## src/rtl/fetch_pkg.sv

```systemverilog
// Shared fetch-stage types and constants: FSM encoding, datapath width, PC step and NOP encoding.
package fetch_pkg;

   localparam int unsigned XLEN = 32;

   localparam logic [XLEN-1:0] RESET_PC_DEF = 32'h0000_0000;
   localparam logic [XLEN-1:0] NOP_INSTR    = 32'h0000_0013;
   localparam logic [XLEN-1:0] PC_STEP      = 32'd4;

   typedef enum logic [1:0] {
      FETCH = 2'd0,
      HOLD  = 2'd1,
      DROP  = 2'd2
   } fetch_state_t;

   // Word-align a redirect target.
   function automatic logic [XLEN-1:0] align_word(input logic [XLEN-1:0] addr);
      return {addr[XLEN-1:2], 2'b00};
   endfunction

endpackage

```

## src/rtl/fetch_stage.sv

```systemverilog
// Instruction-fetch stage: owns the PC, fetches over a req/ready handshake and feeds IF/ID,
// absorbing stalls, branch redirects and variable memory latency with NOP bubbles.
module fetch_stage #(
   parameter logic [31:0] RESET_PC  = fetch_pkg::RESET_PC_DEF,
   parameter logic [31:0] NOP_INSTR = fetch_pkg::NOP_INSTR
) (
   input  logic        clk,
   input  logic        reset,
   input  logic        stall,
   input  logic        redirect_valid,
   input  logic [31:0] redirect_pc,
   output logic        imem_req,
   output logic [31:0] imem_addr,
   input  logic        imem_ready,
   input  logic [31:0] imem_rdata,
   output logic [31:0] pc_out,
   output logic [31:0] pc_plus4_out,
   output logic [31:0] instruction_out,
   output logic        valid_out,
   output logic        flush_out
);
   import fetch_pkg::*;

   fetch_state_t    state_q, state_d;
   logic [XLEN-1:0] pc_q, pc_d;
   logic [XLEN-1:0] hold_q, hold_d;
   logic [XLEN-1:0] pc_plus4;

   assign pc_plus4 = pc_q + PC_STEP;

   always_ff @(posedge clk or posedge reset) begin
      if (reset) begin
         state_q <= FETCH;
         pc_q    <= RESET_PC;
         hold_q  <= '0;
      end else begin
         state_q <= state_d;
         pc_q    <= pc_d;
         hold_q  <= hold_d;
      end
   end

   // Redirect wins over everything; a response still in flight must be dropped.
   always_comb begin
      state_d = state_q;
      pc_d    = pc_q;
      hold_d  = hold_q;
      if (redirect_valid) begin
         pc_d = align_word(redirect_pc);
         if (!imem_ready && (state_q != HOLD)) begin
            state_d = DROP;
         end else begin
            state_d = FETCH;
         end
      end else begin
         case (state_q)
            FETCH: begin
               if (imem_ready) begin
                  if (stall) begin
                     hold_d  = imem_rdata;
                     state_d = HOLD;
                  end else begin
                     pc_d = pc_plus4;
                  end
               end
            end
            HOLD: begin
               if (!stall) begin
                  pc_d    = pc_plus4;
                  state_d = FETCH;
               end
            end
            DROP: begin
               if (imem_ready) begin
                  state_d = FETCH;
               end
            end
            default: state_d = FETCH;
         endcase
      end
   end

   always_comb begin
      imem_req        = (state_q != HOLD);
      instruction_out = NOP_INSTR;
      valid_out       = 1'b0;
      if ((state_q == FETCH) && imem_ready) begin
         instruction_out = imem_rdata;
         valid_out       = 1'b1;
      end else if (state_q == HOLD) begin
         instruction_out = hold_q;
         valid_out       = 1'b1;
      end
   end

   assign imem_addr    = pc_q;
   assign pc_out       = pc_q;
   assign pc_plus4_out = pc_plus4;
   assign flush_out    = redirect_valid;

endmodule

```

## config.mk

```make
export PLATFORM = sky130hd
export DESIGN_NAME = fetch_stage
export DESIGN_NICKNAME = d
export VERILOG_FILES = /design/src/rtl/fetch_pkg.sv /design/src/rtl/fetch_stage.sv
export SDC_FILE = /design/constraint.sdc
export NUM_CORES = 1
export LEC_CHECK = 0
export BUFFER_PORTS_ARGS = -buffer_cell sky130_fd_sc_hd__buf_2
export CAP_MARGIN = 20
export CORE_UTILIZATION = 40
export CTS_BUF_LIST = sky130_fd_sc_hd__clkbuf_8
export CTS_CLUSTER_DIAMETER = 150
export DETAILED_ROUTE_END_ITERATION = 10
export GPL_TIMING_DRIVEN = 1
export PLACE_DENSITY = 0.75
export SYNTH_ARGS = -nofsm -noshare
export SYNTH_HDL_FRONTEND = slang
export SYNTH_SLANG_ARGS = --single-unit
```

## constraint.sdc

```tcl
create_clock -name clk -period 2.2 [get_ports clk]
set_clock_uncertainty 0.2 [all_clocks]
set_input_delay 0.11 -clock clk [delete_from_list [all_inputs] [get_ports clk]]
set_output_delay 0.11 -clock clk [all_outputs]
set_load 0.01 [all_outputs]
```

==> Word level (Yosys, flattened, before mapping) <==
Cells that the tools add are included.
{ "word_totals": {"reg_bits": 66, "in_bits": 69, "out_inout_bits": 131, "wordCells": 35} }
{ "classes": {"n_addsub": 1, "n_eq_ne": 7, "n_mux": 15, "n_bitwise": 1, "reduce_logical": 8} }
{ "ops": {"columns": ["operator", "count"], "rows": [
  ["32-bit two-way mux", 5],
  ["32-bit case mux with 2 select lines", 1],
  ["32-bit by 3-bit adder with 32-bit output, second input constant", 1],
  ["2-bit two-way mux", 6],
  ["3-bit inequality test, second input constant", 4],
  ["4-bit AND reduction", 2],
  ["2-bit case mux with 3 select lines", 1],
  ["3-bit nonzero test", 1],
  ["2-bit by 1-bit equality test with 1-bit output, second input constant", 1],
  ["2-bit equality test, second input constant", 1],
  ["1-bit logical AND", 2],
  ["2-bit logical NOT", 1],
  ["1-bit two-way mux", 2],
  ["2-bit by 1-bit inequality test with 1-bit output, second input constant", 1],
  ["2-bit AND reduction", 1],
  ["1-bit logical NOT", 1],
  ["1-bit NOT", 1]
]} }

==> Longest topological paths before layout <==
Gate-level depths: netlist of run 1.
{ "logic_depth": {"depth_word": 5, "ltp_mapped": 7, "depth_no_buf": 5} }

==> Least setup slack after synthesis of run 1 <==
OpenSTA, ideal clock, no wires.
{ "synth_path": {"path_type": "flip-flop to flip-flop", "startpoint": "register pc_q[18], in the netlist imem_addr[18]", "endpoint": "register pc_q[29], in the netlist imem_addr[29]", "setup_time_ns": 0.082, "arrival_time_ns": 1.940, "required_time_ns": 1.918, "slack_ns": -0.022, "stages_incl_launch_ff": 7, "path_buffers": 2, "synth_period_minus_slack_ns": 2.222, "path_cell_list": "dfrtp_1 -> buf_2 -> nand4_2 -> or4_1 -> buf_2 -> or4_1 -> a31oi_1"} }
{ "synth_via": {"elab_chain_cells": 5} }
{ "synth_rtl": {"columns": ["element", "line_no", "source"], "rows": [
  ["start, declared", "fetch_stage.sv:25", "logic [XLEN-1:0] pc_q, pc_d;"],
  ["start signal, assigned", "fetch_stage.sv:38", "pc_q <= pc_d;"],
  ["32-bit by 3-bit adder with 32-bit output *", "fetch_stage.sv:29", "assign pc_plus4 = pc_q + PC_STEP;"],
  ["32-bit two-way mux *", "fetch_stage.sv:59, fetch_stage.sv:68", null],
  ["32-bit two-way mux", "fetch_stage.sv:58", "if (imem_ready) begin"],
  ["32-bit case mux with 2 select lines *", "fetch_stage.sv:56", "case (state_q)"],
  ["32-bit two-way mux *", "fetch_stage.sv:48", "if (redirect_valid) begin"]
]} }
Mark *: on every way between the ends. The rest lies on a longest branch, timed or not. The select of a mux whose other input is x is not followed.
A chain may end at the register's enable or synchronous reset.

==> Final worst setup path of run 1 <==
{ "layout_path": {"startpoint": "register pc_q[12], in the netlist imem_addr[12]", "endpoint": "register pc_q[26], in the netlist imem_addr[26]"} }
The elaborated chain is that of the path after synthesis.

==> results of run 1 <==
path summary, 6_finish.rpt:
| kind | from | end | slack, ns | cells after the start |
|---|---|---|---|---|
| worst min-delay path | redirect_valid | imem_addr[16] | 0.06 | 3 |
| worst min register to register | hold_q[24] | hold_q[24] | 0.31 | 1 |
| worst max register to register | imem_addr[12] | imem_addr[26] | -0.04 | 6 |
| max in group asynchronous | reset | imem_addr[18] | 0.90 | 4 |
| min in group asynchronous | reset | hold_q[25] | 0.25 | 3 |
| worst max-delay path | imem_addr[12] | imem_addr[26] | -0.04 | 6 |
state kept, by name, indices dropped and copies added, names as in the netlist:
name and count:
state_q 2, imem_addr 30, hold_q 32
routing by layer:
metal  share of wire [%]  wire (um)
met5                   0          0
met3                 6.3        946
met4                 2.0        300
met1                  40       6080
met2                  51       7730
power by group:
| part | switching (W) | internal [W] | total (W) |
|---|---|---|---|
| clock network | 0.000493 | 0.000523 | 0.00102 |
| logic | 0.000636 | 0.000661 | 0.00130 |
| registers | 0.000155 | 0.00138 | 0.00154 |
| total | 0.00128 | 0.00257 | 0.00385 |
tightest hold or removal path: stages:
cell and delay (ns):
buf_2 0.23, or4_1 0.15, nand3_1 0.07
metrics by stage:
stage,setup WS [ns],power [W],hold slack [ns]
after floorplan,0.00402,0.00222,-0.0236
after global placement,0.0800,0.00257,0.0586
after detailed placement,0.0385,0.00261,0.0676
after CTS,-0.000275,0.00379,0.0436
after global routing,-0.131,0.00405,0.0703
final,-0.0409,0.00385,0.0607
area by class of cell:
| cell class | count | area [um^2] | share of cell area, % |
|---|---|---|---|
| repair buffers | 339 | 2330 | 34.6 |
| clock inverters | 7 | 72.6 | 1.08 |
| well taps | 136 | 170 | 2.53 |
| clock buffers | 9 | 124 | 1.84 |
| multi-input cells | 316 | 2390 | 35.6 |
| flip-flops and latches | 64 | 1610 | 23.9 |
| inverters | 9 | 33.8 | 0.502 |
timing repair:
item | 4_1_cts | 5_1_grt
hold buffers | 68 | 0
setup buffers | 20 | 13
pin swaps | 16 | 13
setup endpoints to repair | 19 | 66
resized for setup | 37 | 23
hold endpoints to repair | 96 | 0
placed cells by master (no fill, tap or decap), types with 11 or more instances in the layout:
cell,count
mux2_2,32
a22o_1,29
o21ai_0,14
xnor2_1,20
xor2_1,12
nor2_1,31
buf_4,66
buf_2,191
dfrtp_1,60
or4_1,12
dlygate4sd3_1,68
nand4_1,13
nand2_1,33
o31ai_1,11
nand3_1,15
a31oi_1,18
kinds of logic after synthesis:
| family | count (synthesis) | share of synthesized area [%] |
|---|---|---|
| other | 1 | 0.0880 |
| adder cells (fa/ha/maj) | 1 | 0.294 |
| flip-flops | 64 | 37.6 |
| XOR/XNOR | 34 | 6.99 |
| AND/OR/NAND/NOR | 158 | 20.0 |
| multiplexers | 33 | 8.69 |
| buffers and inverters | 78 | 11.8 |
| AO/OA/AOI/OAI | 84 | 14.6 |
==> impl_results.md, run 1 <==
- Outcome: finished, violations left
- Tcrit/Tclk final: 102%
- Placed insts: between 700 and 800
- CP startpoint kind: register
- YS warnings: 0
- DR pass1 iterations: 7
- Cell taking the most area after synthesis: dfrtp_1
- Asr flop ratio synth: between 90% and 100%
- Largest incremental delay on the critical path: roughly 0.53 ns
- CTS root buf: clkbuf_8
- Final Util: about 65%
- Worst IR Drop VDD: around 0.26 mV
- Final period demand of the worst path: 2.24 ns
- CTS Buf Count: 9
- Met1 Use GR: a little under a third
- DR vias/cell: 5.38
- Top cell type's share of synthesized area: around 38%
- Worst min path class: input port to register
- Synth Instances: about 450
- Count of buffers from port buffering: 191
- Total Nets Final: about 810
- Post-synth EDFFs: 0
- Critical path class: register to register
- Placeable core region: approximately 10,000 um^2
- Crit-path slowest cell: or4_4
- Die X-Extent: 105 um
- Cell variety after synth: 45
- Least-Margin Pin Slew: just over 0.7 ns
- Vias in the first global route: roughly 4.6k
- Fillers: 770
- Pwr Density: 572 nW/um^2
- Unrepaired setup endpoints after global routing: true
- Worst-path fanout max: 3
- Peak Freq: between 400 and 500 MHz
- Post-route DRC: 0
- GRT Util Overall: a little over a quarter
- WP data arrival: 2.30 ns
- Skew-Pair Late Insertion Delay: 0.34 ns
- CP endpoint kind: register
- Final wirelength: roughly 15,000 um
- CP most frequent cell: or4_4
- Sequential element share of the synthesized area: 37.6%
- Global-route wire length before repair: roughly 23,000 um
- RD Place Congestion: between 0.8 and 0.9
- Pin count of the biggest net entering global routing: 40
- Mapped Avg Cell Area: approximately 9.4 um^2
- Final Max Slew Viols: 0
- Layout Area Growth over Synthesis: 57.9%
- Synth top cells by count: dfrtp_1, buf_4, nand2_1, nor2_1, mux2_2
- Final setup vio count: 4
- Clock buffer depth: 2
- Most Crowded Layer GR: met2
- # IOs: 200
- Fin cells: 880
- Share of cells above drive strength 1: between 40% and 50%
- 1st-iter DRT viols: between 200 and 300
- Fin. Hold Viols: 0
- Setup WS post-layout: -0.0409 ns
- Setup TNS: -0.0948 ns
- GR Util met2: between 40 and 50%
- Synthesized area: between 4000 and 5000 um^2
- DR WL/cell: roughly 17 um
- Total grt overflow: 0
- Chip Height: around 110 um
- Die area: 11,100 um^2
- Met3 Track Usage GR: between 4 and 5%
- Design Area, Final: a little under 7000 um^2
- Critical-path cell list: buf_4, nand4_4, buf_6, or4_4, or4_4, a31oi_1
- Max transition margin: 51.8%
- CTS Sinks: 64
- Final HPWL DP: approximately 9500 um
- CTS tree: done
- Initial antenna violation count: 0
- FP Rows: 37
- Placed cell area: 5340 um^2
- Initial Utilization: about two fifths
- Diodes inserted: 0
- H-tree depth: 3
- Max_cap viols: 0
- Failing checks: setup timing
- Routed Antenna Nets: 0
- Ys flop type: dfrtp_1
- WP buf/inv: 2
- Most frequent cell after synthesis: dfrtp_1
- LEAKAGE: between 3 and 4 nW
- Worst EP required: approximately 2.3 ns
- Area contributors post-synth: dfrtp_1, mux2_2, buf_4, a22o_1, xnor2_1
- Via count: around 4.7k
- #FFs+latches synth: 64
- Delay-heaviest family, CP: simple AND/OR/NAND/NOR gates
- Reg clk slew, reported paths: 0.08 ns
No activity file was read; power rests on OpenSTA's default activity.
==> inputs of run 2 (changes only) <==
--- a/config.mk
+++ b/config.mk
@@ -12,7 +12,7 @@
 export CTS_CLUSTER_DIAMETER = 150
 export DETAILED_ROUTE_END_ITERATION = 10
 export GPL_TIMING_DRIVEN = 1
-export PLACE_DENSITY = 0.75
+export PLACE_DENSITY = 0.72
 export SYNTH_ARGS = -nofsm -noshare
 export SYNTH_HDL_FRONTEND = slang
 export SYNTH_SLANG_ARGS = --single-unit
==> constraint.sdc (replaced) <==
create_clock -name clk -period 2.1 [get_ports clk]
set_clock_uncertainty 0.2 [all_clocks]
set_input_delay 0.105 -clock clk [delete_from_list [all_inputs] [get_ports clk]]
set_output_delay 0.105 -clock clk [all_outputs]
set_load 0.01 [all_outputs]
==> impl_results.md, run 2 (synthesis gave the netlist of run 1 again) <==
- Outcome: finished, violations left (unchanged)
- Failing checks: setup timing (unchanged)
- DR WL/cell: 16.8 um (was 17.1 um)
- Global-route wire length before repair: 22,000 um (was 23,100 um)
- WHS: 0.254 ns (was 0.0607 ns)
- Chip Height: 105 um (unchanged)
- Setup WS post-layout: -0.114 ns (was -0.0409 ns)
- Pwr Density: 620 nW/um^2 (was 572 nW/um^2)
- FP Rows: 37 (unchanged)
- CP startpoint kind: register (unchanged)
- Initial Utilization: 41.3% (unchanged)
- Final wirelength: 15,000 um (about the same)
- Vias in the first global route: 4,554 (was 4,635)
- RD Place Congestion: 0.904 (was 0.834)
- Fin. Hold Viols: 0 (unchanged)
- GRT Util Overall: 25.0% (was 26.5%)
- Met1 Use GR: 31.3% (was 31.0%)
- Tcrit/Tclk final: 105%
- Worst-path fanout max: 6 (was 3)
- Worst IR Drop VDD: 0.338 mV (was 0.256 mV)
- CP endpoint kind: output port (was register)
- Peak Freq: between 400 and 500 MHz
- H-tree depth: 3 (unchanged)
- Met3 Track Usage GR: 3.09% (was 4.08%)
- Skew-Pair Late Insertion Delay: 0.34 ns (about the same)
- Initial antenna violation count: 0 (unchanged)
- Reg clk slew, reported paths: 0.09 ns (was 0.08 ns)
- Max_cap viols: 0 (unchanged)
- WP data arrival: 1.91 ns (was 2.30 ns)
- # IOs: 200 (unchanged)
- GR Util met2: 43.9% (was 48.0%)
- CTS Buf Count: 9 (unchanged)
- Final setup vio count: 18 (was 4)
- Clock buffer depth: 2 (unchanged)
- DR vias/cell: 5.41 (was 5.38)
- Largest register FFs: 32 (unchanged)
- Worst min path class: input port to asynchronous set/reset pin (was input port to register)
- Total grt overflow: 0 (unchanged)
- Max transition margin: 52.4% (was 51.8%)
- Placeable core region: 10,300 um^2 (unchanged)
- CTS Sinks: 64 (unchanged)
- Worst EP required: 1.79 ns (was 2.26 ns)
- Diodes inserted: 0 (unchanged)
- Placed cell area: 5430 um^2 (was 5340 um^2)
- Pin count of the biggest net entering global routing: 39 (was 40)
- Design Area, Final: 7000 um^2 (was 6730 um^2)
- Unrepaired setup endpoints after global routing: true (unchanged)
- Critical path class: register to output port (was register to register)
- Final period demand of the worst path: roughly 2.2 ns
- 1st-iter DRT viols: 398 (was 288)
- Commonest non-fill, non-tap cell in the layout: buf_2 (unchanged)
- Die X-Extent: 105 um (unchanged)
- Least-Margin Pin Slew: 0.713 ns (was 0.723 ns)
- Routed Antenna Nets: 0 (unchanged)
- CTS root buf: clkbuf_8 (unchanged)
- CTS tree: done (unchanged)
- Final HPWL DP: 9530 um (was 9490 um)
- Commonest non-fill, non-tap cells in the layout: buf_2, buf_4, dlygate4sd3_1, dfrtp_1, mux2_2 (was buf_2, dlygate4sd3_1, buf_4, dfrtp_1, nand2_1)
- Final Util: 67.8% (was 65.2%)
- LEAKAGE: 3.24 nW (was 3.12 nW)
- Via count: 4,827 (was 4,738)
- Count of buffers from port buffering: 191 (unchanged)
- Post-route DRC: 0 (unchanged)
- Total Nets Final: 822 (was 809)
- Post-layout power: 0.00434 W (was 0.00385 W)
- Final Max Slew Viols: 0 (unchanged)
- Die area: 11,100 um^2 (unchanged)
- Layout Area Growth over Synthesis: 64.2% (was 57.9%)
- Share of cells above drive strength 1: 52.4% (was 49.1%)
- Most flop-heavy register: hold_q (unchanged)
- Most Crowded Layer GR: met2 (unchanged)
- DR pass1 iterations: 5 (was 7)
## run 2: changes by cell type in the layout (fill, tap and decap cells not counted), moves of 3 or more
cell	before	now
dfrtp_1	60	53
buf_4	66	74
nor2_1	31	26
nor2_4	1	4
dfrtp_2	4	11
inv_6	0	3
buf_6	9	17
## run 2: worst paths after layout
| kind | from | slack [ns] | cells past startpoint | endpoint |
|---|---|---|---|---|
| setup / recovery | imem_addr[17] | -0.11 | 5 | pc_plus4_out[26] |
| hold / removal | reset | 0.25 | 3 | hold_q[10] |
| min in group clk | hold_q[20] | 0.31 | 1 | hold_q[20] |
| setup reg to reg | imem_addr[7] | -0.05 | 6 | imem_addr[16] |
| max in group asynchronous | reset | 0.79 | 4 | imem_addr[29] |
| hold reg to reg | hold_q[20] | 0.31 | 1 | hold_q[20] |
## run 2: layer usage
| metal | wire length, um | up-vias |
|---|---|---|
| met5 | 0 | - |
| met4 | 430 | 0 |
| met3 | 801 | 36 |
| met2 | 7590 | 241 |
| met1 | 6140 | 2328 |
| li1 | - | 2222 |
## run 2: power by group
part	internal [W]	switching, W	leakage, nW
Clock	0.000804	0.000535	0.125
Combinational	0.000710	0.000687	2.37
Sequential	0.00145	0.000148	0.741
Total	0.00297	0.00137	3.24
## run 2: layout make-up
| cell class | instances | area, um^2 |
|---|---|---|
| fillers | 746 | 3330 |
| multi-input cells | 316 | 2510 |
| repair buffers | 352 | 2420 |
| flip-flops and latches | 64 | 1620 |
| well taps | 136 | 170 |
| clock inverters | 7 | 125 |
| clock buffers | 9 | 124 |
| inverters | 9 | 33.8 |
## run 2: critical path, stage by stage, from the launching register on
cell	delay (ns)
dfrtp_2	0.43
nand2_1	0.11
or3_4	0.49
nor4_4	0.18
xor2_1	0.20
buf_2	0.16
## run 2: metrics by stage
step	instances	TNS, ns	worst slack (ns)
after floorplan	458	-0.235	-0.0743
after global placement	777	0	0.0115
after detailed placement	777	-0.0723	-0.0393
after CTS	874	-0.370	-0.0759
after global routing	893	-2.96	-0.166
final	893	-0.822	-0.114
## run 2: repair_timing
item | 4_1_cts | 5_1_grt
endpoints found under the hold margin | 96 | 0
cloned | 0 | 1
hold buffers | 68 | 0
gates resized for setup | 58 | 34
setup buffers | 14 | 18
endpoints found under the setup margin | 30 | 61
pin swaps | 30 | 25
